### src/rtl/text_mode_pkg.sv
// rtl/text_mode_pkg.sv - shared constants and types for the text-mode bus front end
// Purpose: screen geometry, register map indices, command codes, reset values,
//          main FSM state encoding and a cursor range helper.
package text_mode_pkg;

  localparam int COLS   = 80;
  localparam int ROWS   = 25;
  localparam int CELLS  = COLS * ROWS;
  localparam int ADDR_W = $clog2(CELLS);

  localparam logic [ADDR_W-1:0] LAST_CELL = ADDR_W'(CELLS - 1);

  localparam logic [3:0] REG_CTRL   = 4'd0;
  localparam logic [3:0] REG_DATA   = 4'd1;
  localparam logic [3:0] REG_CUR_LO = 4'd2;
  localparam logic [3:0] REG_CUR_HI = 4'd3;
  localparam logic [3:0] REG_CMD    = 4'd4;
  localparam logic [3:0] REG_FILL   = 4'd5;
  localparam logic [3:0] REG_STATUS = 4'd6;

  localparam logic [7:0] CMD_CLEAR = 8'h01;
  localparam logic [7:0] FILL_RST  = 8'h20;
  localparam logic [7:0] CTRL_RST  = 8'h02;

  typedef enum logic [2:0] {
    ST_IDLE,
    ST_WRITE,
    ST_FETCH,
    ST_LATCH,
    ST_CLEAR
  } state_e;

  // Cursor positions past the last cell collapse to the home position.
  function automatic logic [ADDR_W-1:0] cursor_clamp(input logic [ADDR_W-1:0] c);
    return (c > LAST_CELL) ? '0 : c;
  endfunction

endpackage

### src/rtl/bus_sync.sv
// rtl/bus_sync.sv - synchroniser and falling-edge detector for the bus strobe
// Purpose: bring the asynchronous bus strobe into clk and flag its falling edge.
// Ports:   clk, rst_n   - system clock, async active-low reset
//          strobe_i     - asynchronous strobe (clk_ext1 gated by chip select)
//          fall_o       - high for one clk when the synchronised strobe falls
module bus_sync #(
  parameter int STAGES = 2
) (
  input  logic clk,
  input  logic rst_n,
  input  logic strobe_i,
  output logic fall_o
);

  logic [STAGES-1:0] sync_q;
  logic              last_q;

  always_ff @(posedge clk or negedge rst_n) begin
    if (!rst_n) begin
      sync_q <= '0;
      last_q <= 1'b0;
    end else begin
      sync_q <= {sync_q[STAGES-2:0], strobe_i};
      last_q <= sync_q[STAGES-1];
    end
  end

  assign fall_o = last_q & ~sync_q[STAGES-1];

endmodule

### src/rtl/text_bus_if.sv
// rtl/text_bus_if.sv - CPU bus front end for the 80x25 text-mode display
// Purpose: control registers, auto-incrementing cursor, screen RAM write port,
//          cursor-cell prefetch for CPU reads and a hardware clear-screen fill.
// Ports:   clk, rst_n                     - system clock, async active-low reset
//          clk_ext1_i, cs_i, rs_i, wren_i - asynchronous CPU bus cycle
//          data_in_i / data_out_o / data_oe_o - bus data and drive enable
//          ram_waddr_o, ram_wdata_o, ram_we_o - screen RAM write port
//          ram_raddr_o, ram_rdata_i       - CPU-side read port (1 clk latency)
//          enable_o, busy_o               - display enable, clear in progress
module text_bus_if
  import text_mode_pkg::*;
#(
  parameter int SYNC_STAGES = 2
) (
  input  logic              clk,
  input  logic              rst_n,
  input  logic              clk_ext1_i,
  input  logic              cs_i,
  input  logic [3:0]        rs_i,
  input  logic              wren_i,
  input  logic [7:0]        data_in_i,
  output logic [7:0]        data_out_o,
  output logic              data_oe_o,
  output logic [ADDR_W-1:0] ram_waddr_o,
  output logic [7:0]        ram_wdata_o,
  output logic              ram_we_o,
  output logic [ADDR_W-1:0] ram_raddr_o,
  input  logic [7:0]        ram_rdata_i,
  output logic              enable_o,
  output logic              busy_o
);

  logic              commit;
  logic              wr;
  state_e            state_q;
  logic [7:0]        ctrl_q;
  logic [7:0]        fill_q;
  logic [7:0]        prefetch_q;
  logic [ADDR_W-1:0] cursor_q;
  logic [ADDR_W-1:0] cursor_wr_d;
  logic [ADDR_W-1:0] cursor_inc_d;

  bus_sync #(.STAGES(SYNC_STAGES)) u_sync (
    .clk      (clk),
    .rst_n    (rst_n),
    .strobe_i (clk_ext1_i & ~cs_i),
    .fall_o   (commit)
  );

  // rs/wren/data_in are still held stable by the bus on the commit edge.
  assign wr        = commit & ~wren_i;
  assign data_oe_o = clk_ext1_i & ~cs_i & wren_i;
  assign enable_o  = ctrl_q[0];

  always_comb begin
    cursor_wr_d = cursor_q;
    if (rs_i == REG_CUR_LO) begin
      cursor_wr_d = {cursor_q[ADDR_W-1:8], data_in_i};
    end else if (rs_i == REG_CUR_HI) begin
      cursor_wr_d = {data_in_i[ADDR_W-9:0], cursor_q[7:0]};
    end
    cursor_wr_d = cursor_clamp(cursor_wr_d);
  end

  assign cursor_inc_d = (cursor_q == LAST_CELL) ? '0 : cursor_q + ADDR_W'(1);

  always_comb begin
    data_out_o = 8'h00;
    case (rs_i)
      REG_CTRL:   data_out_o = ctrl_q;
      REG_DATA:   data_out_o = prefetch_q;
      REG_CUR_LO: data_out_o = cursor_q[7:0];
      REG_CUR_HI: data_out_o = 8'(cursor_q[ADDR_W-1:8]);
      REG_FILL:   data_out_o = fill_q;
      REG_STATUS: data_out_o = {7'd0, busy_o};
      default:    data_out_o = 8'h00;
    endcase
  end

  // CTRL and FILL are accepted even during a clear; FILL is only sampled
  // when the next clear starts.
  always_ff @(posedge clk or negedge rst_n) begin
    if (!rst_n) begin
      ctrl_q <= CTRL_RST;
      fill_q <= FILL_RST;
    end else if (wr) begin
      if (rs_i == REG_CTRL) ctrl_q <= data_in_i;
      if (rs_i == REG_FILL) fill_q <= data_in_i;
    end
  end

  always_ff @(posedge clk or negedge rst_n) begin
    if (!rst_n) begin
      state_q     <= ST_IDLE;
      cursor_q    <= '0;
      prefetch_q  <= 8'h00;
      ram_we_o    <= 1'b0;
      ram_waddr_o <= '0;
      ram_wdata_o <= 8'h00;
      ram_raddr_o <= '0;
      busy_o      <= 1'b0;
    end else begin
      case (state_q)
        ST_WRITE: begin
          ram_we_o <= 1'b0;
          state_q  <= ST_FETCH;
          if (ctrl_q[1]) begin
            cursor_q    <= cursor_inc_d;
            ram_raddr_o <= cursor_inc_d;
          end else begin
            ram_raddr_o <= cursor_q;
          end
        end
        ST_FETCH: state_q <= ST_LATCH;
        ST_CLEAR: begin
          if (ram_waddr_o == LAST_CELL) begin
            ram_we_o    <= 1'b0;
            busy_o      <= 1'b0;
            cursor_q    <= '0;
            ram_raddr_o <= '0;
            state_q     <= ST_FETCH;
          end else begin
            ram_waddr_o <= ram_waddr_o + ADDR_W'(1);
          end
        end
        default: begin
          // IDLE, and LATCH which may overlap a back-to-back bus commit.
          if (state_q == ST_LATCH) prefetch_q <= ram_rdata_i;
          state_q <= ST_IDLE;
          if (wr) begin
            if (rs_i == REG_DATA) begin
              state_q     <= ST_WRITE;
              ram_we_o    <= 1'b1;
              ram_waddr_o <= cursor_q;
              ram_wdata_o <= data_in_i;
            end else if (rs_i == REG_CUR_LO || rs_i == REG_CUR_HI) begin
              cursor_q    <= cursor_wr_d;
              ram_raddr_o <= cursor_wr_d;
              state_q     <= ST_FETCH;
            end else if (rs_i == REG_CMD && data_in_i == CMD_CLEAR) begin
              state_q     <= ST_CLEAR;
              busy_o      <= 1'b1;
              ram_we_o    <= 1'b1;
              ram_waddr_o <= '0;
              ram_wdata_o <= fill_q;
            end
          end
        end
      endcase
    end
  end

endmodule
### config.mk
export PLATFORM = sky130hd
export DESIGN_NAME = text_bus_if
export DESIGN_NICKNAME = d
export VERILOG_FILES = /design/src/rtl/text_mode_pkg.sv /design/src/rtl/bus_sync.sv /design/src/rtl/text_bus_if.sv
export SDC_FILE = /design/constraint.sdc
export NUM_CORES = 1
export LEC_CHECK = 0
export ABC_AREA = 1
export BUFFER_PORTS_ARGS = -buffer_cell sky130_fd_sc_hd__clkbuf_2
export CAP_MARGIN = 20
export CORE_MARGIN = 2
export CORE_UTILIZATION = 35
export CTS_CLUSTER_SIZE = 20
export DETAILED_ROUTE_END_ITERATION = 6
export PLACE_DENSITY = 0.55
export REMOVE_ABC_BUFFERS = 1
export SKIP_LAST_GASP = 1
export SLEW_MARGIN = 40
export SYNTH_ARGS = -nofsm -noshare
export SYNTH_HDL_FRONTEND = slang
export SYNTH_SLANG_ARGS = --single-unit
### constraint.sdc
create_clock -name clk -period 2.05 [get_ports clk]
set_input_delay 0.205 -clock clk [delete_from_list [all_inputs] [get_ports clk]]
set_output_delay 0.205 -clock clk [all_outputs]
set_load 0.01 [all_outputs]
==> out/results.ini <==
[status]
status=completed

[critical_path]
crit_chain=ha_1 -> nand3_1 -> nor2_1 -> nand3_1 -> nand2_1 -> nand3_4 -> inv_4 -> nor2_1 -> a21oi_2
r2r-end=cursor_q[8]
crit_family=simple AND/OR/NAND/NOR gates
start_kind=flip-flop
cp.required_ns=2.33
critPathCaptureType=flip-flop
ff2ff_path_depth=9
cp_num_buf_inv=1
worstPathArrival_ns=2.08
critPathKind=flip-flop to flip-flop
slowest_stage=dfrtp_1
cp_max_fo=12
slowest_delay_ns=0.42
reg2reg_slack_ns=0.25
rr_startpoint=ram_waddr_o[0]
path_depth=9

[drt]
first_pass_iters=5
wl_per_cell_um=14.2
via_per_inst=4.99
wl_um=10400
drtAntennaViolNets=0
drt_first_iter_violations=212
vias=3647
drc_errors=0

[logic_synthesis]
yosysMostFrequentCell=nand2_1
yosys.area.top_type=dfrtp_1
yosysTopAreaCellShare_pct=39.9
synthTopCellsByArea=dfrtp_1 (40%), nand2_1 (14%), o21ai_0 (5.3%)
synthesis.area_mm2=0.00376
dominantRegCellSynth=dfrtp_1
yosys_warnings=0
synth_edf_count=0
postSynthAreaPerCell_um2=7.28
async_flop_share_pct=100
synthCells=517
yosys_register_bits=62
yosys-top-cells-count=nand2_1 (144), dfrtp_1 (60), nor2_1 (53), inv_1 (51), o21ai_0 (40)
yosysSeqAreaShare_pct=41.3
ys_types=32

[sta]
worst_slack_ns=0.249
fmax_mhz=555
whs_ns=0.0192
slew_violations=0
skew_ns=0.00868
post-route-period-util_pct=87.8
setup_tns_ns=0
setup_viol_count_final=0
hold_viol=0
tightest_slew_ns=0.540
rsz0062_at_grt=false
slew_headroom_pct=63.9
min_period_ns=1.80

[final_layout]
n_antenna_cell=0
drive_gt1_share_pct=24.9
nets=617
fin_util_pct=43.8
syn_to_final_growth_pct=20.6

[clock_tree]
path_clk_slew_ns=0.07
postCtsSetupBuffers=0
cts_made_buffers=9
clk_root_buffer_cell=clkbuf_8
clock-sinks=62
cts_tree=done
clockBufferDepth=2
cts_max_level=3
clk_latency_ns=0.36

[place]
pre_cts_ws_ns=0.111
hpwl_um=7960
port_buffers=66
gp_congestion=0.851

[grt]
gr-total-overflow=0
grt_pass1_vias=3460
grt.total_usage_pct=18.7
antenna_found_initial=0
grt_pass1_wl_um=16800
grt_max_degree=63

[floorplan]
pin_count=67
die_w_um=108
start_util_pct=36.3
die_y_um=108
core_area_mm2=0.0104
die_area_mm2=0.0116
std_cell_rows=37

[power_and_ir_drop]
p_total_mw=5.34
p_leak_nw=2.36
ir_drop_mv=0.490
p_per_area_mw_per_mm2=1180

[flow_run]
drv_cap=0

[worst_hold_path]
min_to=u_sync.sync_q[0]
holdPathStages=2
min-delay-start=cs_i
hp-class=input pin to flip-flop

==> flip-flops by register name, summed over array words and instances, names as in the netlist <==
register and count:
cursor_q 11, ram_waddr_o 11, ctrl_q 8, fill_q 8, prefetch_q 8, ram_wdata_o 8, state_q 3, u_sync.sync_q 2
busy_o 1, ram_we_o 1, u_sync.last_q 1
==> kinds of logic (layout without fill, tap and decap cells) <==
group | count (synthesis) | after routing | share of synthesized area [%]
compound gates | 96 | 96 | 14.6
xor+xnor | 1 | 1 | 0.233
fa+ha+maj | 2 | 2 | 0.665
buf+inv | 80 | 158 | 9.24
flops | 62 | 62 | 41.3
mux | 8 | 8 | 2.39
simple gates | 268 | 268 | 31.6
==> worst max-delay path by stage <==
stage / start / slack [ns] / end
global route: ram_waddr_o[0] / 0.09 / cursor_q[4]
finish: ram_waddr_o[0] / 0.25 / cursor_q[8]
detailed placement: ram_waddr_o[0] / 0.11 / cursor_q[8]
floorplan: rs_i[3] / 0.17 / cursor_q[4]
CTS: ram_waddr_o[0] / 0.09 / cursor_q[8]
global placement: ram_waddr_o[0] / 0.14 / cursor_q[3]
==> layout by cell type, fill, tap and decap left out, types with 5 or more instances in the layout <==
master,count
inv_1,51
dfrtp_1,60
mux2_2,8
nand2_1,144
nand3_2,8
o22ai_1,5
nor3_1,12
a21oi_1,16
buf_4,9
o21ai_1,18
a21oi_2,10
nand2_2,6
nor2_1,53
clkbuf_2,66
nand3_1,32
clkbuf_8,9
inv_2,11
nand4_1,6
o21ai_0,40
==> where the power goes <==
group	leakage (nW)	switching [mW]	internal [mW]
Combinational	1.46	1.24	0.761
Clock	0.130	0.532	0.936
Sequential	0.769	0.347	1.53
Total	2.36	2.11	3.22
==> stage by stage <==
stage	instance area, um^2	instances
floorplan	3660	502
finish	4540	731
global route	4540	731
detailed placement	4250	714
global placement	4250	714
CTS	4530	731
==> cell type report <==
type / instances / area [um^2]
Clock buffer: 9 / 124
Fill cell: 1083 / 5830
Inverter: 65 / 250
Timing Repair Buffer: 77 / 428
Sequential cell: 62 / 1550
Clock inverter: 7 / 145
Tap cell: 136 / 170
Multi-Input combinational cell: 375 / 1870
==> layer usage <==
layer  vias up  GRT usage [%]  share of wire [%]
met5         -              0                  0
met4         0           4.67                1.3
met3        13           4.48                3.9
met2        78           31.0                 48
met1      1722           24.6                 47
li1       1834              -                  -
==> repair_timing <==
| item | CTS | global route |
|---|---|---|
| hold buffers | 1 | 0 |
| gates resized for setup | 0 | 2 |
| hold endpoints to repair | 60 | 0 |
| setup endpoints to repair | 0 | 11 |
Power figures use the tool's default switching activity.
